`src/rtl/intc_pkg.sv`:
```
// intc_pkg: register map and constants shared by the interrupt controller.
package intc_pkg;
  typedef enum logic [1:0] {PENDING, ENABLE, EDGE, CLAIM} intc_reg_e;
  localparam int CLAIM_VALID_BIT = 31;
  localparam int MAX_SRC = 31;
endpackage

```
`src/rtl/sync_2ff.sv`:
```
// sync_2ff: single-bit two-flop synchroniser with asynchronous active-high reset.
module sync_2ff (
  input  logic clk,
  input  logic rst,
  input  logic d,
  output logic q
);
  logic r_meta;
  logic r_q;
  always_ff @(posedge clk or posedge rst)
    if (rst) {r_q, r_meta} <= 2'b00;
    else     {r_q, r_meta} <= {r_meta, d};
  assign q = r_q;
endmodule

```
`src/rtl/int_ctrl.sv`:
```
// int_ctrl: memory-mapped interrupt controller driving the CU hwint line.
// INT_CTRL_SYNC_EN defined inserts a two-flop synchroniser on every irq bit.
module int_ctrl
  import intc_pkg::*;
#(
  parameter int NUM_SRC = 8
) (
  input  logic               clk,
  input  logic               rst,
  input  logic [NUM_SRC-1:0] irq,
  input  logic [1:0]         addr,
  input  logic               rd,
  input  logic               wr,
  input  logic [31:0]        wdata,
  output logic [31:0]        rdata,
  output logic               hwint
);
  logic [NUM_SRC-1:0] r_pend, r_en, r_edge, r_prev;
  logic [31:0]        r_rdata;
  logic               r_hwint;
  logic [NUM_SRC-1:0] w_irq_s, w_wd, w_clr, w_rise, w_pend_nx;
  logic [5:0]         w_claim;
  logic [31:0]        w_claim_word, w_rmux;
  intc_reg_e          w_reg;
  function automatic logic [5:0] f_claim(input logic [NUM_SRC-1:0] v);
    f_claim = '0;
    for (int n = NUM_SRC - 1; n >= 0; n--)
      if (v[n]) f_claim = {1'b1, 5'(n)};
  endfunction
`ifdef INT_CTRL_SYNC_EN
  for (genvar i = 0; i < NUM_SRC; i++) begin : g_sync
    sync_2ff u_sync (.clk(clk), .rst(rst), .d(irq[i]), .q(w_irq_s[i]));
  end
`else
  assign w_irq_s = irq;
`endif
  assign w_reg   = intc_reg_e'(addr);
  assign w_wd    = NUM_SRC'(wdata);
  assign w_claim = f_claim(r_pend & r_en);
  assign w_rise  = w_irq_s & ~r_prev;
  // Leaving edge mode drops the latched bit so level sampling starts clean.
  assign w_clr = ({NUM_SRC{wr && w_reg == PENDING}} & w_wd)
               | ({NUM_SRC{wr && w_reg == EDGE}} & r_edge & ~w_wd)
               | ({NUM_SRC{rd && w_reg == CLAIM && w_claim[5]}} & (NUM_SRC'(1) << w_claim[4:0]));
  assign w_pend_nx = (r_edge & ((r_pend & ~w_clr) | w_rise)) | (~r_edge & w_irq_s);
  always_comb begin
    w_claim_word = '0;
    w_claim_word[4:0] = w_claim[4:0];
    w_claim_word[CLAIM_VALID_BIT] = w_claim[5];
  end
  assign w_rmux = w_reg == PENDING ? 32'(r_pend)
                : w_reg == ENABLE  ? 32'(r_en)
                : w_reg == EDGE    ? 32'(r_edge)
                :                    w_claim_word;
  always_ff @(posedge clk or posedge rst)
    if (rst) begin
      r_pend  <= '0;
      r_en    <= '0;
      r_edge  <= '0;
      r_prev  <= '0;
      r_rdata <= '0;
      r_hwint <= 1'b0;
    end else begin
      r_prev  <= w_irq_s;
      r_pend  <= w_pend_nx;
      r_hwint <= |(r_pend & r_en);
      if (wr && w_reg == ENABLE) r_en <= w_wd;
      if (wr && w_reg == EDGE) r_edge <= w_wd;
      if (rd) r_rdata <= w_rmux;
    end
  assign rdata = r_rdata;
  assign hwint = r_hwint;
endmodule

```
`config.mk`:
```
export PLATFORM = sky130hd
export DESIGN_NAME = int_ctrl
export DESIGN_NICKNAME = d
export VERILOG_FILES = /design/src/rtl/intc_pkg.sv /design/src/rtl/sync_2ff.sv /design/src/rtl/int_ctrl.sv
export SDC_FILE = /design/constraint.sdc
export NUM_CORES = 1
export LEC_CHECK = 0
export CORE_ASPECT_RATIO = 1.5
export CORE_MARGIN = 2
export CORE_UTILIZATION = 63
export CTS_CLUSTER_DIAMETER = 200
export DETAILED_ROUTE_END_ITERATION = 6
export DONT_BUFFER_PORTS = 1
export PLACE_DENSITY = 0.79
export SLEW_MARGIN = 15
export SYNTH_ARGS = -nofsm -noshare
export SYNTH_HDL_FRONTEND = slang
export SYNTH_SLANG_ARGS = --single-unit
```
`constraint.sdc`:
```
create_clock -name clk -period 1.8 [get_ports clk]
set_input_delay 0.27 -clock clk [delete_from_list [all_inputs] [get_ports clk]]
set_output_delay 0.27 -clock clk [all_outputs]
set_load 0.05 [all_outputs]
```
======== Word level (Yosys, flattened, before mapping) ========
Index checks and enable logic that the tools add are counted.
operators by class
  equality and inequality tests ........... 3
  shift operators ......................... 1
  multiplexer cells ....................... 11
  bitwise gates (word level) .............. 17
  reduce and logical (&&, ||, !) cells .... 7
operator list
  operator                                                           number
  32-bit two-way mux                                                 3
  8-bit AND                                                          9
  6-bit two-way mux                                                  8
  8-bit NOT                                                          4
  8-bit OR                                                           4
  8-bit OR reduction                                                 1
  1-bit by 5-bit left shift with 8-bit output, first input constant  1
  1-bit logical AND                                                  5
  2-bit == test, second input constant                               2
  2-bit by 1-bit == test with 1-bit output, second input constant    1
  2-bit logical NOT                                                  1
word-level totals
  register bits ........................... 65
  logic and storage cells ................. 45

======== Longest topological paths before layout ========
  word-level depth ........................ 17
  mapped depth ............................ 6
  mapped depth without buffers ............ 4

======== Worst setup path before layout ========
No wires, ideal clock.
  kind .................................... register to register
  from .................................... reg r_pend[7]
  to ...................................... reg r_rdata[31] (netlist: rdata[31])
  library setup time ...................... 0.121 ns
  arrival time ............................ 1.221 ns
  required time ........................... 1.679 ns
  slack ................................... 0.458 ns
  stages on the path, launching flop included .. 5
  clock period less this slack ............ 1.342 ns
  cell sequence ........................... dfrtp_1 -> a22oi_4 -> nand3_2 -> or3_4 -> a22o_1
on the way
  cells in the longest elaborated chain, start to end .. 12
ends and longest elaborated chain
  what                            line            RTL
  from (decl)                     int_ctrl.sv:18  logic [NUM_SRC-1:0] r_pend, r_en, r_edge, r_prev;
  from (signal assigned)          int_ctrl.sv:65  r_pend <= w_pend_nx;
  8-bit AND                       int_ctrl.sv:39  assign w_claim = f_claim(r_pend & r_en);
  6-bit two-way mux (8 in a row)  int_ctrl.sv:28  if (v[n]) f_claim = {1'b1, 5'(n)};
  32-bit two-way mux              int_ctrl.sv:53  : w_reg == EDGE ? 32'(r_edge)
  32-bit two-way mux              int_ctrl.sv:52  : w_reg == ENABLE ? 32'(r_en)
  32-bit two-way mux              int_ctrl.sv:51  assign w_rmux = w_reg == PENDING ? 32'(r_pend)
  to (signal assigned)            int_ctrl.sv:69  if (rd) r_rdata <= w_rmux;
  to (decl)                       int_ctrl.sv:19  logic [31:0] r_rdata;
No other way between the ends.
A chain may end at the register's enable or synchronous reset.

======== Final worst setup path ========
  from .................................... reg r_pend[6]
  to ...................................... reg r_pend[5]
on the way
  cells in the longest elaborated chain, start to end .. 16
ends and longest elaborated chain
  what                                                                              line            RTL
  8-bit AND *                                                                       int_ctrl.sv:39
  6-bit two-way mux * (7 in a row)                                                  int_ctrl.sv:28
  1-bit by 5-bit left shift with 8-bit output or 1-bit logical AND (tied branches)  int_ctrl.sv:44  | ({NUM_SRC{rd && w_reg == CLAIM && w_claim[5]}} & (NUM_SRC'(1) << w_claim[4:0]));
  8-bit AND *                                                                       int_ctrl.sv:44
  8-bit OR *                                                                        int_ctrl.sv:44
  8-bit NOT *                                                                       int_ctrl.sv:45  assign w_pend_nx = (r_edge & ((r_pend & ~w_clr) | w_rise)) | (~r_edge & w_irq_s);
  8-bit AND *                                                                       int_ctrl.sv:45
  8-bit OR *                                                                        int_ctrl.sv:45
  8-bit AND *                                                                       int_ctrl.sv:45
  8-bit OR *                                                                        int_ctrl.sv:45
  named net w_pend_nx[5]                                                            int_ctrl.sv:21  logic [NUM_SRC-1:0] w_irq_s, w_wd, w_clr, w_rise, w_pend_nx;
The timed path passes the listed nets; every way through them passes the cells marked *.

==> flow_metrics.env <==
export IMPL_run_status="finished with violations"
export IMPL_violations="negative hold slack"
export IMPL_crit_slowest_cell="sky130_fd_sc_hd__dfrtp_1"
export IMPL_rrSetupSlack_ns=0.30
export IMPL_fmax_mhz=666
export IMPL_synthesis_area_sq_um=2250
export IMPL_max_slew_margin_rel_pct=66.2
export IMPL_routed_wl_um=4450
export IMPL_timing_final_crit_share_pct=83.4
export IMPL_crit_buf_inv=0
export IMPL_layout_drive_gt1_share_pct=8.33
export IMPL_setup_violations=0
export IMPL_number_of_remaining_drc_errors=0
export IMPL_areaGrowthSynthToFinish_pct=4.94
export IMPL_layout_nets=273
export IMPL_wl_per_cell_um=16.5
export IMPL_yosysWarningCount=0
export IMPL_cts_made_buffers=5
export IMPL_drv_max_cap_violation_count=0
export IMPL_synth_async_sr_flop_share_pct=100
export IMPL_first_global_vias=1531
export IMPL_drt_pass1_iterations=4
export IMPL_boundaryPins=79
export IMPL_die_h_um=77.2
export IMPL_timing_clock_skew_ns=0.00728
export IMPL_synth_top_flop_cell="sky130_fd_sc_hd__dfrtp_1"
export IMPL_chipWidth_um=52.8
export IMPL_fp_row_count=26
export IMPL_leakage_dissipation_uw=0.00106
export IMPL_antenna_cells=0
export IMPL_postSynthRegisterBits=42
export IMPL_timing_hold_violations_final=32
export IMPL_worstPathMaxFanout=4
export IMPL_path_delay_family="compound AO/OA/AOI/OAI gates"
export IMPL_tns_ns=0
export IMPL_cell_breakdown_of_the_critical_path="and2_1 -> o21ai_0 -> a31oi_1 -> o31a_1"
export IMPL_start_kind="register"
export IMPL_count_of_distinct_cell_types_in_the_synthesized_netlist=44
export IMPL_insertion_delay_ns=0.29
export IMPL_timing_critical_path_depth=4
export IMPL_number_of_cell_instances_on_the_worst_register_to_register_path=4
export IMPL_vias=1615
export IMPL_worst_voltage_drop_across_the_vdd_grid_mv=0.899
export IMPL_hold_slack_ns=-0.0103
export IMPL_place_gp_congestion=0.910
export IMPL_tritoncts_num_sinks=42
export IMPL_detailedPlace_worstSlack_ns=0.344
export IMPL_cp_data_required_time_ns=1.98
export IMPL_number_of_input_and_output_port_buffers_inserted=0
export IMPL_post_drt_via_cell_ratio=5.98
export IMPL_clockRootBuffer="sky130_fd_sc_hd__clkbuf_8"
export IMPL_finalCriticalPeriod_ns=1.50
export IMPL_dpl_hpwl_um=3160
export IMPL_total_track_usage_pct=23.0
export IMPL_power_density_nw_per_um2=1090
export IMPL_maximum_number_of_pins_on_one_net_before_global_route_repair=43
export IMPL_setup_worst_path_class="reg -> reg"
export IMPL_drtAntennaViolNets=0
export IMPL_synthCells=217
export IMPL_cts_clk_slew_worst_paths_ns=0.08
export IMPL_wire_length_of_the_first_global_routing_pass_um=6980
export IMPL_layout_setup_ws_ns=0.298
export IMPL_cts_repair_timing_setup_buffer_count=0
export IMPL_worst_pin_slew_ns=0.507
export IMPL_final_util_pct=69.2
export IMPL_dr_first_iter_drc_count=77
export IMPL_cts_repair_resize_count=0
export IMPL_ctsLongestPathBuffers=2
export IMPL_initial_utilization_pct=65.9
export IMPL_worst_r2r_startpoint="r_pend[6]"
export IMPL_finalMaxSlewViolations=0
export IMPL_cpPeakStageDelay_ns=0.44
export IMPL_cp_data_arrival_time_ns=1.68
export IMPL_antenna_found_initial=0
export IMPL_htree_levels=2
export IMPL_synthesis_area_per_instance_sq_um=10.4
export IMPL_tritoncts_clock_tree="built"
export IMPL_sequential_area_share_after_synthesis_pct=46.7
export IMPL_core_area_sq_um=3420
export IMPL_worstHoldPathType="in -> async"
export IMPL_synth_edff_count=0
export IMPL_dieArea_sq_um=4080
export IMPL_overflow=0
export IMPL_worstReg2RegEnd="r_pend[5]"
export IMPL_timing_critical_path_to_type="register"
export IMPL_rsz0062_at_grt="no"
[per-layer routing]
| metal | track usage [%] | wire length [um] | vias up |
|---|---|---|---|
| li1 | - | - | 746 |
| met1 | 29.2 | 1720 | 780 |
| met2 | 35.8 | 2300 | 78 |
| met3 | 6.03 | 343 | 11 |
| met4 | 10.8 | 94 | 0 |
| met5 | 0 | 0 | - |
[cell families after synthesis]
kind of cell	count (synthesis)	synth area share, %
AND/OR/NAND/NOR	55	12.6
XOR/XNOR	8	3.11
flip-flops	42	46.7
multiplexers	21	10.2
AO/OA/AOI/OAI	55	16.9
buffers and inverters	35	10.3
other	1	0.167
[flip-flops by register name, indices dropped and copies added, names as in the netlist]
name	cells
r_pend	8
r_en	8
r_prev	8
r_edge	8
rdata	9
hwint	1
[power by group]
group / internal (uW) / switching, uW
Combinational: 227 / 345
Clock: 309 / 301
Sequential: 1090 / 312
Total: 1630 / 959
[layout make-up]
class | count | area (sq um)
Multi-Input combinational cell | 162 | 1050
Clock buffer | 7 | 86.3
Inverter | 6 | 22.5
Timing Repair Buffer | 10 | 95.1
Sequential cell | 42 | 1050
Tap cell | 42 | 52.6
Clock inverter | 1 | 5.00
Fill cell | 273 | 1050
[cell usage in the layout, fill, tap and decap left out, types with 2 or more instances in the layout]
master,instances
sky130_fd_sc_hd__o21ai_0,10
sky130_fd_sc_hd__nand2_2,2
sky130_fd_sc_hd__a22o_1,4
sky130_fd_sc_hd__dlygate4sd3_1,8
sky130_fd_sc_hd__and2b_1,2
sky130_fd_sc_hd__mux2_1,16
sky130_fd_sc_hd__a21oi_1,15
sky130_fd_sc_hd__clkbuf_8,6
sky130_fd_sc_hd__nand2_1,21
sky130_fd_sc_hd__and2_1,2
sky130_fd_sc_hd__xor2_1,8
sky130_fd_sc_hd__nand3_1,3
sky130_fd_sc_hd__nor2_1,12
sky130_fd_sc_hd__a32oi_1,3
sky130_fd_sc_hd__a32o_1,3
sky130_fd_sc_hd__a31oi_1,6
sky130_fd_sc_hd__mux2i_1,5
sky130_fd_sc_hd__inv_1,5
sky130_fd_sc_hd__a22oi_1,4
sky130_fd_sc_hd__conb_1,23
sky130_fd_sc_hd__buf_4,2
sky130_fd_sc_hd__a21boi_0,3
sky130_fd_sc_hd__or4_1,2
sky130_fd_sc_hd__dfrtp_1,42
[worst max-delay path by stage]
stage | slack, ns | end | start
floorplan | 0.46 | rdata[31] | r_pend[7]
global placement | 0.40 | r_pend[5] | r_pend[6]
detailed placement | 0.34 | r_pend[5] | r_pend[6]
CTS | 0.33 | r_pend[5] | r_pend[6]
global route | 0.25 | r_pend[6] | r_pend[1]
finish | 0.30 | r_pend[5] | r_pend[6]
[synth_stat cells (all sizes together), types with 2 or more instances]
cell / instances / area, sq um
mux2i: 5 / 50.1
o21ai: 11 / 55.1
nor3: 2 / 15.0
and2b: 2 / 15.0
nand2: 23 / 91.3
a22o: 4 / 35.0
mux2: 16 / 180
dfrtp: 42 / 1050
a31oi: 6 / 37.5
a32o: 3 / 30.0
a21oi: 15 / 75.1
and2: 3 / 21.3
or4: 2 / 15.0
nand3: 4 / 25.0
a22oi: 5 / 51.3
xor2: 8 / 70.1
a21boi: 3 / 22.5
buf: 28 / 206
nor2: 12 / 45.0
a32oi: 3 / 26.3
inv: 6 / 22.5
[per-stage QoR]
stage	instance area [sq um]	instances	power, uW
after floorplan	2330	239	1900
after global placement	2190	254	1940
after detailed placement	2190	254	1970
after CTS	2290	263	2590
after global routing	2360	270	2720
final	2360	270	2590
[worst reg2reg max path, cell delays in order (launching register included)]
cell and delay (ns):
sky130_fd_sc_hd__dfrtp_1 0.44, sky130_fd_sc_hd__and2_1 0.19, sky130_fd_sc_hd__o21ai_0 0.23, sky130_fd_sc_hd__a31oi_1 0.21
sky130_fd_sc_hd__o31a_1 0.32
[repair_timing]
action	CTS	global route
endpoints found under the hold margin	1	7
hold buffers	1	7
endpoints found under the setup margin	0	0
No activity file was read; power rests on OpenSTA's default activity.
